### src/rtl/mips_pkg.sv
// Shared types and constants for the MIPS fetch front end.
package mips_pkg;

  localparam int unsigned ADDR_W = 32;
  localparam int unsigned IDX_W  = 26;

  localparam logic [ADDR_W-1:0] RESET_VECTOR_DEF = 32'h0000_0000;
  localparam logic [ADDR_W-1:0] EXC_VECTOR_DEF   = 32'h0000_0180;

  typedef enum logic [1:0] {
    BOOT = 2'd0,
    RUN  = 2'd1,
    WAIT = 2'd2
  } pc_state_e;

endpackage

### src/rtl/pc_sequencer_if.sv
// Control/redirect inputs and fetch-address outputs of the PC stage.
interface pc_sequencer_if;
  import mips_pkg::*;

  logic [ADDR_W-1:0] PCBranch;
  logic              PCSrc;
  logic              Jump;
  logic              JumpReg;
  logic [IDX_W-1:0]  InstrIndex;
  logic [ADDR_W-1:0] RegRs;
  logic              ImemReady;
  logic              Stall;
  logic              FaultClear;
  logic [ADDR_W-1:0] PC;
  logic [ADDR_W-1:0] PCPlus4;
  logic              PCValid;
  logic              MisalignFault;
  logic [ADDR_W-1:0] FaultAddr;
  logic [ADDR_W-1:0] FetchCount;

  modport master (
    output PCBranch, PCSrc, Jump, JumpReg, InstrIndex, RegRs,
    output ImemReady, Stall, FaultClear,
    input  PC, PCPlus4, PCValid, MisalignFault, FaultAddr, FetchCount
  );

  modport slave (
    input  PCBranch, PCSrc, Jump, JumpReg, InstrIndex, RegRs,
    input  ImemReady, Stall, FaultClear,
    output PC, PCPlus4, PCValid, MisalignFault, FaultAddr, FetchCount
  );

endinterface

### src/rtl/next_pc_mux.sv
// Priority next-PC select (jr > j > branch > sequential) with jr alignment check.
module next_pc_mux
  import mips_pkg::*;
#(
  parameter logic [ADDR_W-1:0] EXC_VECTOR = EXC_VECTOR_DEF
) (
  input  logic [ADDR_W-1:0] pc_plus4,
  input  logic [ADDR_W-1:0] pc_branch,
  input  logic              pc_src,
  input  logic              jump,
  input  logic              jump_reg,
  input  logic [IDX_W-1:0]  instr_index,
  input  logic [ADDR_W-1:0] reg_rs,
  output logic [ADDR_W-1:0] target_c,
  output logic              fault_c
);

  always_comb begin
    target_c = pc_plus4;
    fault_c  = 1'b0;
    if (jump_reg) begin
      if (reg_rs[1:0] != 2'b00) begin
        target_c = EXC_VECTOR;
        fault_c  = 1'b1;
      end else begin
        target_c = reg_rs;
      end
    end else if (jump) begin
      target_c = {pc_plus4[31:28], instr_index, 2'b00};
    end else if (pc_src) begin
      target_c = pc_branch;
    end
  end

endmodule

### src/rtl/pc_sequencer.sv
// Program-counter stage: boot/run/wait FSM, PC register, sticky jr fault, fetch counter.
module pc_sequencer
  import mips_pkg::*;
#(
  parameter logic [ADDR_W-1:0] RESET_VECTOR = RESET_VECTOR_DEF,
  parameter logic [ADDR_W-1:0] EXC_VECTOR   = EXC_VECTOR_DEF
) (
  input  logic            clk,
  input  logic            rst,
  pc_sequencer_if.slave   bus
);

  pc_state_e         state_q;
  pc_state_e         state_d;
  logic              advance_c;
  logic [ADDR_W-1:0] pc_q;
  logic              pc_valid_q;
  logic              fault_q;
  logic [ADDR_W-1:0] fault_addr_q;
  logic [ADDR_W-1:0] fetch_cnt_q;
  logic [ADDR_W-1:0] target_c;
  logic              fault_det_c;
  logic [ADDR_W-1:0] pc_plus4_c;

  assign pc_plus4_c = pc_q + ADDR_W'(4);

  next_pc_mux #(.EXC_VECTOR(EXC_VECTOR)) u_mux (
    .pc_plus4    (pc_plus4_c),
    .pc_branch   (bus.PCBranch),
    .pc_src      (bus.PCSrc),
    .jump        (bus.Jump),
    .jump_reg    (bus.JumpReg),
    .instr_index (bus.InstrIndex),
    .reg_rs      (bus.RegRs),
    .target_c    (target_c),
    .fault_c     (fault_det_c)
  );

  always_ff @(posedge clk or negedge rst) begin
    if (!rst) state_q <= BOOT;
    else      state_q <= state_d;
  end

  // Only a RUN cycle with ready memory and no stall moves the PC.
  always_comb begin
    state_d   = state_q;
    advance_c = 1'b0;
    case (state_q)
      BOOT: state_d = RUN;
      RUN: begin
        if (!bus.ImemReady)  state_d = WAIT;
        else if (!bus.Stall) advance_c = 1'b1;
      end
      WAIT: if (bus.ImemReady) state_d = RUN;
      default: state_d = BOOT;
    endcase
  end

  always_ff @(posedge clk or negedge rst) begin
    if (!rst) begin
      pc_q         <= RESET_VECTOR;
      pc_valid_q   <= 1'b0;
      fault_q      <= 1'b0;
      fault_addr_q <= '0;
      fetch_cnt_q  <= '0;
    end else begin
      pc_valid_q <= (state_d != BOOT);
      if (advance_c) begin
        pc_q        <= target_c;
        fetch_cnt_q <= fetch_cnt_q + ADDR_W'(1);
      end
      // A new fault outranks a simultaneous clear.
      if (advance_c && fault_det_c) begin
        fault_q      <= 1'b1;
        fault_addr_q <= bus.RegRs;
      end else if (bus.FaultClear) begin
        fault_q <= 1'b0;
      end
    end
  end

  assign bus.PC            = pc_q;
  assign bus.PCPlus4       = pc_plus4_c;
  assign bus.PCValid       = pc_valid_q;
  assign bus.MisalignFault = fault_q;
  assign bus.FaultAddr     = fault_addr_q;
  assign bus.FetchCount    = fetch_cnt_q;

endmodule

### src/flat_wrapper.sv
// flat-port wrapper written by rule: the top's interface ports become plain ports
module pc_sequencer_flat import mips_pkg::*;
#(
  parameter logic [ADDR_W-1:0] RESET_VECTOR = RESET_VECTOR_DEF,
  parameter logic [ADDR_W-1:0] EXC_VECTOR   = EXC_VECTOR_DEF
)
  (clk, rst, bus_PCBranch, bus_PCSrc, bus_Jump, bus_JumpReg, bus_InstrIndex, bus_RegRs, bus_ImemReady, bus_Stall, bus_FaultClear, bus_PC, bus_PCPlus4, bus_PCValid, bus_MisalignFault, bus_FaultAddr, bus_FetchCount);
  pc_sequencer_if bus_i ();
  input  logic clk;
  input  logic rst;
  input wire logic [$bits(bus_i.PCBranch)-1:0] bus_PCBranch;
  input wire logic [$bits(bus_i.PCSrc)-1:0] bus_PCSrc;
  input wire logic [$bits(bus_i.Jump)-1:0] bus_Jump;
  input wire logic [$bits(bus_i.JumpReg)-1:0] bus_JumpReg;
  input wire logic [$bits(bus_i.InstrIndex)-1:0] bus_InstrIndex;
  input wire logic [$bits(bus_i.RegRs)-1:0] bus_RegRs;
  input wire logic [$bits(bus_i.ImemReady)-1:0] bus_ImemReady;
  input wire logic [$bits(bus_i.Stall)-1:0] bus_Stall;
  input wire logic [$bits(bus_i.FaultClear)-1:0] bus_FaultClear;
  output wire logic [$bits(bus_i.PC)-1:0] bus_PC;
  output wire logic [$bits(bus_i.PCPlus4)-1:0] bus_PCPlus4;
  output wire logic [$bits(bus_i.PCValid)-1:0] bus_PCValid;
  output wire logic [$bits(bus_i.MisalignFault)-1:0] bus_MisalignFault;
  output wire logic [$bits(bus_i.FaultAddr)-1:0] bus_FaultAddr;
  output wire logic [$bits(bus_i.FetchCount)-1:0] bus_FetchCount;
  assign bus_i.PCBranch = bus_PCBranch;
  assign bus_i.PCSrc = bus_PCSrc;
  assign bus_i.Jump = bus_Jump;
  assign bus_i.JumpReg = bus_JumpReg;
  assign bus_i.InstrIndex = bus_InstrIndex;
  assign bus_i.RegRs = bus_RegRs;
  assign bus_i.ImemReady = bus_ImemReady;
  assign bus_i.Stall = bus_Stall;
  assign bus_i.FaultClear = bus_FaultClear;
  assign bus_PC = bus_i.PC;
  assign bus_PCPlus4 = bus_i.PCPlus4;
  assign bus_PCValid = bus_i.PCValid;
  assign bus_MisalignFault = bus_i.MisalignFault;
  assign bus_FaultAddr = bus_i.FaultAddr;
  assign bus_FetchCount = bus_i.FetchCount;
  pc_sequencer #(.RESET_VECTOR(RESET_VECTOR), .EXC_VECTOR(EXC_VECTOR)) u_core (.clk(clk), .rst(rst), .bus(bus_i));
endmodule
### config.mk
export PLATFORM = sky130hd
export DESIGN_NAME = pc_sequencer_flat
export DESIGN_NICKNAME = d
export VERILOG_FILES = /design/src/rtl/mips_pkg.sv /design/src/rtl/pc_sequencer_if.sv /design/src/rtl/next_pc_mux.sv /design/src/rtl/pc_sequencer.sv /design/src/flat_wrapper.sv
export SDC_FILE = /design/constraint.sdc
export NUM_CORES = 1
export LEC_CHECK = 0
export CAP_MARGIN = 0
export CELL_PAD_IN_SITES_DETAIL_PLACEMENT = 2
export CELL_PAD_IN_SITES_GLOBAL_PLACEMENT = 2
export CORE_ASPECT_RATIO = 1.25
export CORE_MARGIN = 1.5
export CORE_UTILIZATION = 33
export CTS_CLUSTER_DIAMETER = 80
export DETAILED_ROUTE_END_ITERATION = 8
export DONT_BUFFER_PORTS = 1
export PLACE_DENSITY = 0.81
export SLEW_MARGIN = 20
export SYNTH_ARGS = -nofsm -noshare
export SYNTH_HDL_FRONTEND = slang
export SYNTH_SLANG_ARGS = --single-unit
### constraint.sdc
create_clock -name clk -period 2 [get_ports clk]
set_input_delay 0.4 -clock clk [delete_from_list [all_inputs] [get_ports clk]]
set_output_delay 0.4 -clock clk [all_outputs]
set_load 0.01 [all_outputs]
* Yosys cells after proc, flatten, opt, wreduce, memory -nomap -nowiden
Cells that the tools add are included.
** Storage, ports and cells
- Memory bits (read-only) :: 0
- Input port bits :: 98
- Word-level logic and storage cells :: 29
- Bits in latches :: 0
- Memories kept :: 0
- Register bits after elaboration :: 100
- Memory bits (writable) :: 0
** Cells by class
- Multipliers :: 0
- Eq/ne operators :: 2
- Reductions and logical operators :: 5
- Div/mod/pow operators :: 0
- Muxes and demuxes :: 14
- Order comparisons :: 0
- Bitwise operators :: 0
- $add $sub $neg :: 2
- Shifts and indexed selects :: 0
** Operator list (number)
- $mux W32 :: 4
- $add A32 B1 Y32 const B :: 1
- $add A32 B3 Y32 const B :: 1
- $mux W1 :: 7
- $pmux W2 S3 :: 1
- $reduce_bool A2 Y1 :: 3
- $mux W2 :: 2
- $eq A2 B1 Y1 const B :: 1
- $eq A2 B2 Y1 const B :: 1
- $logic_not A2 Y1 :: 1
- $logic_and A1 B1 Y1 :: 1

* Depth between registers and ports, before layout
Gate-level depths: netlist (run 1).
- Depth in word-level cells :: 5
- Gate-level depth with buffers :: 7
- Mapped depth without buffers :: 6

* By module
Synthesis (run 1) repeated with hierarchy kept, for this count alone.
** Second synthesis, totals
- Cell total of the unflattened synthesis :: 550
- Area, all modules :: 5930.7 µm²
** Modules (own cells, without submodules)
- pc_sequencer :: seq. area each 2502.4 µm², cells an instance 431, times used 1, area an instance 4687.0 µm²
- next_pc_mux :: seq. area each 0.0 µm², cells an instance 119, times used 1, area an instance 1243.7 µm²

* Least setup slack after synthesis (run 1)
Ideal clock, no wire load.
- Kind :: register to output
- Start :: register u_core.pc_q[2] (netlist: u_core.bus.PC[2])
- End :: output port bus_PCPlus4[28]
- Cell stages (with the launch flop) :: 6
- Path buffers :: 0
- Arrival time :: 1.769 ns
- Required time :: 1.600 ns
- Slack :: -0.169 ns
- Cells stage by stage :: dfrtp_1 -> ha_1 -> and4_1 -> nand3_1 -> or4_4 -> xnor2_1
** On the way
- Cells in the longest elaborated chain, start to end :: 1
** RTL lines
- start: declaration :: RTL line pc_sequencer.sv:16 : logic [ADDR_W-1:0] pc_q;
- start signal: assignment :: RTL line pc_sequencer.sv:69 : pc_q <= target_c;
- $add A32 B3 Y32 :: RTL line pc_sequencer.sv:25 : assign pc_plus4_c = pc_q + ADDR_W'(4);
- end: declaration :: RTL line flat_wrapper.sv:21 : output wire logic [$bits(bus_i.PCPlus4)-1:0] bus_PCPlus4;
No other way between the ends.

* Worst setup path in the final report (run 1)
- Start :: register u_core.pc_q[3] (netlist: u_core.bus.PC[3])
- End :: output port bus_PCPlus4[26]
Same word-level chain as after synthesis.

==> run metrics, run 1 <==
PnR worst setup slack -0.629 ns; Antenna Nets Post-Route 0; instance area at placement 6550 sq um; internal power 5.44 mW; minimum setup slack among reg-to-reg paths -0.19 ns; Sw Ratio 0.426; Buf+Inv Stages, Crit Path 2; leading cell types in the layout, fill and taps excluded sky130_fd_sc_hd__buf_4 (109), sky130_fd_sc_hd__dfrtp_1 (97), sky130_fd_sc_hd__nand2_1 (51), sky130_fd_sc_hd__mux2_2 (30), sky130_fd_sc_hd__xnor2_1 (29); Post-Place Worst Slack -0.217 ns; sum of net half-perimeters after detailed placement 17.4 mm; Async SR Flop Fraction 1.00; number of port buffers 0; highest-delay cell along the critical path sky130_fd_sc_hd__dfrtp_1; Vias/cell 6.12; library cells used by synthesis 67; Starting DRT DRC Count 283; final total negative setup slack -10.12 ns; slew margin rel. 0.448; Top cell by count, worst path sky130_fd_sc_hd__nand4_1; cell breakdown of the critical path ha_2, nand4_1, buf_6, nor2_4, nand4_1, xnor2_2, buf_4; most frequent standard cell in the layout excluding fill and tap cells sky130_fd_sc_hd__buf_4; cell area after technology mapping 5590 sq um; Area growth, synth to finish 38.1%; footprint of the multi-input gates 3520 sq um; clock latency at the later pin of the worst-skew pair 0.36 ns; Final Hold Viols 100; failing checks negative hold slack, negative setup slack; crit end category primary output; post-synthesis area per instance 9.85 sq um; number of placed I/O pins 228; grt ovf 0; floorplan row count 53; maximum number of pins on one net before global-route repair 101; power density over the cells 1230 nW/um^2; CTS H-tree depth 3; deepest clock path buffer count 2; Comb power frac 0.437; maximum capacitance violations 0; Filler cells 1772; run status finished, violations left; TritonCTS Buffers 9; global routing usage summed across all routing layers 0.283; classification of the worst setup path flop to primary output; sequential cell area fraction in the yosys report 0.447; Floorplan Core Area 16700 sq um; final routed wire length divided by cell count 29.5 microns; crit path time final 2.63 ns; DRT Pass-1 Iters 5; P_leak 3.39 nW; starting density of the core 0.335; Max Slew Vio Count 0; area of the die 17700 sq um; Hold Path Class input pin to asynchronous set/reset pin; post-layout instance area 7720 sq um; maximum resistive drop on vdd 0.000611 V; final wirelength 26.6 mm; switching power summed over all nets 4.03 mW; transition time of the tightest slew-check pin 0.824 ns; Worst EP required 1.60 ns; CTS tree done; Post-Route Hold Slack -0.265 ns; startpoint kind of the worst setup timing path flop; maximum frequency from static timing analysis 380 MHz; area taken by flip-flops and latches 2510 sq um; biggest cell delay along the critical path 0.37 ns; die boundary height 149 microns; cell at the root of the clock tree sky130_fd_sc_hd__clkbuf_16; sequential cell fraction of total power 0.382; global-route wire length before repair 37.8 mm; worst r2r src u_core.bus.PC[4]$_DFFE_PN0P_; final layout net count 777; antenna violations before repair 1; number of global-route vias before repair 6282; CTS clock-pin slew for the worst setup and hold paths 0.07 ns; total of endpoints with negative setup slack in the final report 33; final estimated routing congestion in global placement 0.865; Synth Instances 568; Clock Skews 0.0102 ns; family with the most delay on the worst path simple AND/OR/NAND/NOR gates; launch point of the worst path u_core.bus.PC[3]$_DFFE_PN0P_; Warnings, synthesis 0; fraction of layout instances using a drive strength above 1 0.396; register bit total from synthesis 100; critical path arrival 2.23 ns; Layout Utilization 0.462; total via count after detailed routing 5523; final period utilization 1.31; number of enable-type register cells in the synthesized netlist 0; clock share of power 0.181; Post-synth top flop sky130_fd_sc_hd__dfrtp_1; net count after synthesis 668; unrepaired setup endpoints after global routing yes; clock sink total 100; Die Wd 119 microns; final routed DRC violation total 0; highest net fanout along the worst path 3
registers in the layout, indices dropped and copies added (netlist names):
name,count
u_core.bus.FetchCount,32
u_core.bus.PC,32
u_core.state_q,2
u_core.bus.PCValid,1
u_core.bus.MisalignFault,1
u_core.bus.FaultAddr,32
Yosys cell counts (3+ instances only):
library cell                instances  share of area
sky130_fd_sc_hd__clkbuf_1          18          0.012
sky130_fd_sc_hd__nand3_1           30          0.027
sky130_fd_sc_hd__a221oi_1          12          0.019
sky130_fd_sc_hd__a22oi_1           11          0.015
sky130_fd_sc_hd__a211oi_1           3         0.0040
sky130_fd_sc_hd__and2_1             4         0.0045
sky130_fd_sc_hd__nor4_1             5         0.0056
sky130_fd_sc_hd__o2bb2ai_1          3         0.0047
sky130_fd_sc_hd__a2bb2oi_1          5         0.0078
sky130_fd_sc_hd__mux2_2            30          0.060
sky130_fd_sc_hd__buf_2              8         0.0072
sky130_fd_sc_hd__a21oi_1           20          0.018
sky130_fd_sc_hd__and4_1             7          0.011
sky130_fd_sc_hd__and3_1             9          0.010
sky130_fd_sc_hd__xnor2_1           43          0.067
sky130_fd_sc_hd__mux2i_1            4         0.0072
sky130_fd_sc_hd__o211ai_1           3         0.0040
sky130_fd_sc_hd__nor3_1            15          0.013
sky130_fd_sc_hd__a31oi_1            8         0.0089
sky130_fd_sc_hd__nand2b_1           4         0.0045
sky130_fd_sc_hd__a222oi_1           3         0.0054
sky130_fd_sc_hd__dfrtp_1          100           0.45
sky130_fd_sc_hd__o21ai_0           24          0.021
sky130_fd_sc_hd__nor2_1            32          0.021
sky130_fd_sc_hd__or2_2              3         0.0034
sky130_fd_sc_hd__nand4_1           13          0.015
sky130_fd_sc_hd__xor2_1            16          0.025
sky130_fd_sc_hd__o22ai_1            5         0.0056
sky130_fd_sc_hd__a221o_1            8          0.014
sky130_fd_sc_hd__nand2_1           55          0.037
sky130_fd_sc_hd__inv_1             17          0.011
sky130_fd_sc_hd__or3_1              3         0.0034
sky130_fd_sc_hd__buf_4              3         0.0040
kinds of logic (layout without fill, tap and decap cells):
kind of cell / after synthesis / after routing / synth area share
mux: 34 / 34 / 0.0676
fa+ha+maj: 2 / 2 / 0.00447
buf+inv: 50 / 163 / 0.0389
simple gates: 199 / 199 / 0.193
compound gates: 124 / 124 / 0.157
flops: 100 / 100 / 0.447
xor+xnor: 59 / 59 / 0.0924
other cells: 0 / 1 / 0
per-layer routing:
metal	GRT usage	wire length, microns	up-vias
met2	0.530	14200	296
li1	-	-	2300
met5	0	0	-
met3	0.0732	1940	84
met1	0.291	9090	2843
met4	0.136	1320	0
worst paths after layout:
path / cells after the start / to
setup / recovery: 7 / bus_PCPlus4[26]
hold / removal: 0 / u_core.bus.FaultAddr[18]$_DFFE_PN0P_
setup reg to reg: 10 / u_core.bus.PC[15]$_DFFE_PN0P_
hold reg to reg: 1 / u_core.bus.FetchCount[31]$_DFFE_PN0P_
max in group asynchronous: 0 / u_core.bus.PC[6]$_DFFE_PN0P_
min in group clk: 1 / u_core.state_q[1]$_DFF_PN0_
power by group through the flow:
stage | logic [mW] | clock network [mW] | registers (mW)
2_1_floorplan | 1.67 | 0 | 3.66
3_3_place_gp | 3.20 | 0 | 3.47
3_5_place_dp | 3.39 | 0 | 3.56
4_1_cts | 3.81 | 1.71 | 3.54
5_1_grt | 4.35 | 1.79 | 3.70
6_report | 4.14 | 1.71 | 3.62
worst register-to-register path: cells and delay by family (launching register included):
kind            cells  cell delay (ns)
buf+inv             5             0.79
flops               1             0.40
simple gates        3             0.43
compound gates      2             0.49
timing repair:
item,in CTS,in global routing
resized for setup,79,58
hold endpoints to repair,100,100
cloned,1,0
pin swaps,20,23
setup endpoints to repair,34,47
buffers inserted,17,18
per-stage QoR:
stage	std cells	power [mW]
global placement	852	6.66
floorplan	568	5.33
CTS	886	9.07
detailed placement	853	6.94
finish	902	9.48
global route	902	9.85
final cells by class:
| class | instances | area share |
|---|---|---|
| Antenna cell | 1 | 0.000324 |
| Clock buffer | 11 | 0.0314 |
| Clock inverter | 4 | 0.00340 |
| Inverter | 17 | 0.00826 |
| Multi-Input combinational cell | 418 | 0.455 |
| Sequential cell | 100 | 0.324 |
| Tap cell | 220 | 0.0356 |
| Timing Repair Buffer | 131 | 0.141 |
(Power assumes the default switching activity.)
==> inputs of run 2 (changes only) <==
PLACE_DENSITY = 0.78   (was 0.81)
clock period = 2.57 ns   (was 2 ns; I/O delays follow)
==> run metrics, run 2 (same netlist as run 1, synthesis figures left out) <==
most frequent standard cell in the layout excluding fill and tap cells sky130_fd_sc_hd__dfrtp_1; Die Wd 119 microns; family with the most delay on the worst path simple AND/OR/NAND/NOR gates; final layout net count 700; crit path time final 2.57 ns; final period utilization 0.999; P_leak 2.75 nW; CTS clock-pin slew for the worst setup and hold paths 0.08 ns; CTS tree done; cell breakdown of the critical path ha_4, and4_4, nand3_4, or4_4, xnor2_2, buf_4; highest net fanout along the worst path 6; end of the worst register-to-register path u_core.bus.PC[22]$_DFFE_PN0P_; startpoint kind of the worst setup timing path flop; Starting DRT DRC Count 181; Clock Skews 0.0114 ns; transition time of the tightest slew-check pin 0.925 ns; number of port buffers 0; Antenna Nets Post-Route 0; final total negative setup slack 0 ns; final routed wire length divided by cell count 25.8 microns; Max Slew Vio Count 0; depth of the most critical reg-to-reg path 5; final routed DRC violation total 0; run status finished, violations left; Buf+Inv Stages, Crit Path 1; clock latency at the later pin of the worst-skew pair 0.36 ns; footprint of the multi-input gates 3020 sq um; slew margin rel. 0.367; CTS H-tree depth 3; Worst EP required 2.06 ns; crit end category primary output; starting density of the core 0.335; maximum resistive drop on vdd 0.000397 V; total of endpoints with negative setup slack in the final report 0; cell at the root of the clock tree sky130_fd_sc_hd__clkbuf_16; final estimated routing congestion in global placement 0.843; maximum capacitance violations 0; TritonCTS Buffers 9; total via count after detailed routing 4874; clock sink total 100; deepest clock path buffer count 2; floorplan row count 53; unrepaired setup endpoints after global routing yes; number of global-route vias before repair 5613; global routing usage summed across all routing layers 0.239; critical path arrival 2.05 ns; Filler cells 1823; Floorplan Core Area 16700 sq um; worst r2r src u_core.state_q[1]$_DFF_PN0_; minimum setup slack among reg-to-reg paths 0.35 ns; Vias/cell 5.89; highest-delay cell along the critical path sky130_fd_sc_hd__or4_4; global-route wire length before repair 32.4 mm; Hold Path Class input pin to asynchronous set/reset pin; power density over the cells 1010 nW/um^2; final wirelength 21.4 mm; maximum number of pins on one net before global-route repair 101; PnR worst setup slack 0.00185 ns; Layout Utilization 0.397; Post-Route Hold Slack -0.150 ns; antenna violations before repair 2; fraction of layout instances using a drive strength above 1 0.231; Final Hold Viols 100; maximum frequency from static timing analysis 389 MHz; Post-Place Worst Slack 0.0436 ns; classification of the worst setup path flop to primary output; grt ovf 0; overall power of the completed layout 6.70 mW; DRT Pass-1 Iters 4; area taken by flip-flops and latches 2500 sq um; failing checks negative hold slack; sum of net half-perimeters after detailed placement 15.8 mm; leading cell types in the layout, fill and taps excluded sky130_fd_sc_hd__dfrtp_1 (99), sky130_fd_sc_hd__nand2_1 (54), sky130_fd_sc_hd__buf_4 (53), sky130_fd_sc_hd__xnor2_1 (41), sky130_fd_sc_hd__nor2_1 (31); die boundary height 149 microns; biggest cell delay along the critical path 0.47 ns; Area growth, synth to finish 18.5%; number of placed I/O pins 228; area of the die 17700 sq um
-- run 2: cell types whose count changed in the layout (fill, tap and decap cells not counted), moves of 4 or more --
| cell | before | now |
|---|---|---|
| sky130_fd_sc_hd__xnor2_1 | 29 | 41 |
| sky130_fd_sc_hd__xnor2_2 | 11 | 2 |
| sky130_fd_sc_hd__nand3_4 | 5 | 1 |
| sky130_fd_sc_hd__a21oi_1 | 16 | 20 |
| sky130_fd_sc_hd__nor2_4 | 6 | 0 |
| sky130_fd_sc_hd__nor2_1 | 26 | 31 |
| sky130_fd_sc_hd__nor3_1 | 8 | 14 |
| sky130_fd_sc_hd__buf_6 | 20 | 0 |
| sky130_fd_sc_hd__nor3_4 | 9 | 1 |
| sky130_fd_sc_hd__nand3_1 | 21 | 28 |
| sky130_fd_sc_hd__buf_4 | 109 | 53 |
-- run 2: cell type report --
| cell class | instances | share of cell area |
|---|---|---|
| clock inverter | 5 | 0.0125 |
| tap | 220 | 0.0415 |
| sequential | 100 | 0.378 |
| multi-input combinational | 418 | 0.455 |
| inverter | 17 | 0.00963 |
| timing repair buffer | 54 | 0.0642 |
| antenna | 2 | 0.000755 |
| clock buffer | 11 | 0.0381 |
-- run 2: through the flow --
| stage | area, sq um | cells |
|---|---|---|
| 6_report | 6630 | 827 |
| 5_1_grt | 6620 | 826 |
| 4_1_cts | 6530 | 818 |
| 3_5_place_dp | 6100 | 801 |
| 3_3_place_gp | 6100 | 801 |
| 2_1_floorplan | 5590 | 568 |
-- run 2: power breakdown --
group	internal [mW]	switching, mW	leakage, nW
sequential	2.11	0.709	1.24
clock	0.912	0.648	0.166
combinational	1.02	1.30	1.34
total	4.05	2.65	2.75
-- run 2: worst max-delay path by stage --
stage / startpoint / endpoint / slack, ns / depth (start not counted)
detailed placement: u_core.bus.PC[2]$_DFFE_PN0P_ / bus_PCPlus4[28] / 0.04 / 6
floorplan: u_core.bus.PC[2]$_DFFE_PN0P_ / bus_PCPlus4[28] / 0.29 / 5
CTS: u_core.bus.PC[18]$_DFFE_PN0P_ / bus_PCPlus4[28] / -0.05 / 5
global placement: u_core.bus.PC[2]$_DFFE_PN0P_ / bus_PCPlus4[28] / 0.14 / 6
finish: u_core.bus.PC[3]$_DFFE_PN0P_ / bus_PCPlus4[28] / 0.002 / 6
global route: u_core.bus.PC[3]$_DFFE_PN0P_ / bus_PCPlus4[28] / -0.04 / 6
-- run 2: per-layer routing --
layer | up-vias | part of all wire | GRT usage | wire [microns]
li1 | 2146 | - | - | -
met1 | 2507 | 0.38 | 0.260 | 8100
met2 | 196 | 0.53 | 0.436 | 11300
met3 | 25 | 0.075 | 0.0694 | 1600
met4 | 0 | 0.020 | 0.0911 | 418
met5 | - | 0 | 0 | 0
-- run 2: timing repair --
action	4_1_cts	5_1_grt
buffers inserted	1	6
endpoints found under the hold margin	100	100
resized for setup	19	6
setup endpoints to repair	15	11
pin swaps	0	5
==> inputs of run 3 (changes only) <==
HOLD_SLACK_MARGIN = 0.15   (was unset)
clock period = 2.85 ns   (was 2.57 ns; I/O delays follow)
==> run metrics, run 3 (same netlist as run 1, synthesis figures left out) <==
clock latency at the later pin of the worst-skew pair 0.35 ns; Worst EP required 2.28 ns; clock sink total 100; Filler cells 1833; final routed wire length divided by cell count 25.9 microns; crit end category primary output; TritonCTS Buffers 9; most frequent standard cell in the layout excluding fill and tap cells sky130_fd_sc_hd__dfrtp_1; sum of net half-perimeters after detailed placement 15.7 mm; CTS tree done; Antenna Nets Post-Route 0; Final Hold Viols 100; final routed DRC violation total 0; placed insts 790; startpoint kind of the worst setup timing path flop; critical path arrival 2.15 ns; slew margin rel. 0.442; number of port buffers 0; final estimated routing congestion in global placement 0.820; maximum frequency from static timing analysis 367 MHz; failing checks negative hold slack; routed metal-1 wirelength 7.75 mm; CTS H-tree depth 3; global routing usage summed across all routing layers 0.236; routed length on met3 1.68 mm; area of the die 17700 sq um; Die Wd 119 microns; classification of the worst setup path flop to primary output; detailed route wirelength on metal2 11.1 mm; number of placed I/O pins 228; global-route wire length before repair 31.8 mm; CTS clock-pin slew for the worst setup and hold paths 0.07 ns; area taken by flip-flops and latches 2510 sq um; total via count after detailed routing 4789; Clock Skews 0.00811 ns; die boundary height 149 microns; DRT Pass-1 Iters 4; fraction of layout instances using a drive strength above 1 0.187; leading cell types in the layout, fill and taps excluded sky130_fd_sc_hd__dfrtp_1 (96), sky130_fd_sc_hd__nand2_1 (55), sky130_fd_sc_hd__xnor2_1 (42), sky130_fd_sc_hd__buf_4 (35), sky130_fd_sc_hd__nor2_1 (32); highest net fanout along the worst path 6; number of global-route vias before repair 5380; Starting DRT DRC Count 214; highest metal used met4; final wirelength 20.9 mm; Post-Route Hold Slack -0.0932 ns; run status finished, violations left; Max Slew Vio Count 0; starting density of the core 0.335; unrepaired setup endpoints after global routing yes; Area growth, synth to finish 14.6%; maximum capacitance violations 0; Vias/cell 5.93; grt ovf 0; final layout net count 682; Hold Path Class input pin to asynchronous set/reset pin; deepest clock path buffer count 2; Post-Place Worst Slack 0.325 ns; Final Instance Count excl. Fillers 808; depth of the most critical reg-to-reg path 5; cell at the root of the clock tree sky130_fd_sc_hd__clkbuf_16; total of endpoints with negative setup slack in the final report 0; final period utilization 0.956; maximum resistive drop on vdd 0.000457 V; footprint of the multi-input gates 2940 sq um; antenna violations before repair 0; maximum number of pins on one net before global-route repair 101; transition time of the tightest slew-check pin 0.816 ns; floorplan row count 53; PnR worst setup slack 0.126 ns; power density over the cells 908 nW/um^2; Floorplan Core Area 16700 sq um; P_leak 2.63 nW; crit path time final 2.72 ns
-- run 3: critical path: stages (launching register included) --
cell	delay [ns]
sky130_fd_sc_hd__dfrtp_2	0.46
sky130_fd_sc_hd__nand3_1	0.16
sky130_fd_sc_hd__or3_1	0.54
sky130_fd_sc_hd__nor4_2	0.30
sky130_fd_sc_hd__xor2_1	0.35
-- run 3: layer usage --
metal,vias to the layer above,GRT usage
li1,2108,-
met1,2450,0.256
met2,206,0.431
met3,25,0.0775
met4,0,0.0786
met5,-,0
-- run 3: what timing repair did --
item / 4_1_cts / 5_1_grt
pin swaps: 0 / 0
resized for setup: 3 / 7
buffers inserted: 0 / 0
hold endpoints to repair: 100 / 100
setup endpoints to repair: 3 / 11
-- run 3: where the power goes --
part / switching [mW] / leakage [nW] / internal (mW) / total [mW]
combinational: 1.01 / 1.23 / 0.797 / 1.81
sequential: 0.725 / 1.24 / 1.91 / 2.63
clock: 0.557 / 0.160 / 0.821 / 1.38
total: 2.29 / 2.63 / 3.53 / 5.82
-- run 3: final cells by class --
cell class / instances / area share
Tap cell: 220 / 0.0430
Clock inverter: 3 / 0.0107
Clock buffer: 13 / 0.0406
Sequential cell: 100 / 0.391
Inverter: 17 / 0.00996
Multi-Input combinational cell: 418 / 0.459
Timing Repair Buffer: 36 / 0.0453
Antenna cell: 1 / 0.000391
-- run 3: worst paths after layout --
check	end	slack (ns)	start
max	bus_PCPlus4[19]	0.13	u_core.bus.PC[6]$_DFFE_PN0P_
min	u_core.bus.FetchCount[22]$_DFFE_PN0P_	-0.09	rst
max reg2reg	u_core.bus.PC[22]$_DFFE_PN0P_	0.66	u_core.state_q[1]$_DFF_PN0_
min reg2reg	u_core.bus.FetchCount[31]$_DFFE_PN0P_	0.56	u_core.bus.FetchCount[31]$_DFFE_PN0P_
max in group asynchronous	u_core.bus.PC[6]$_DFFE_PN0P_	2.78	rst
min in group clk	u_core.state_q[1]$_DFF_PN0_	0.28	bus_ImemReady
-- run 3: per-stage QoR --
step	hold slack (ns)	area, sq um	total power [mW]	setup TNS, ns	util
6_report	-0.0932	6410	5.82	0	0.383
5_1_grt	-0.112	6400	6.12	-0.0153	0.383
4_1_cts	-0.104	6350	5.85	0	0.380
3_5_place_dp	0.276	6010	4.45	0	0.360
3_3_place_gp	0.277	6010	4.32	0	0.360
2_1_floorplan	0.274	5590	3.72	0	-
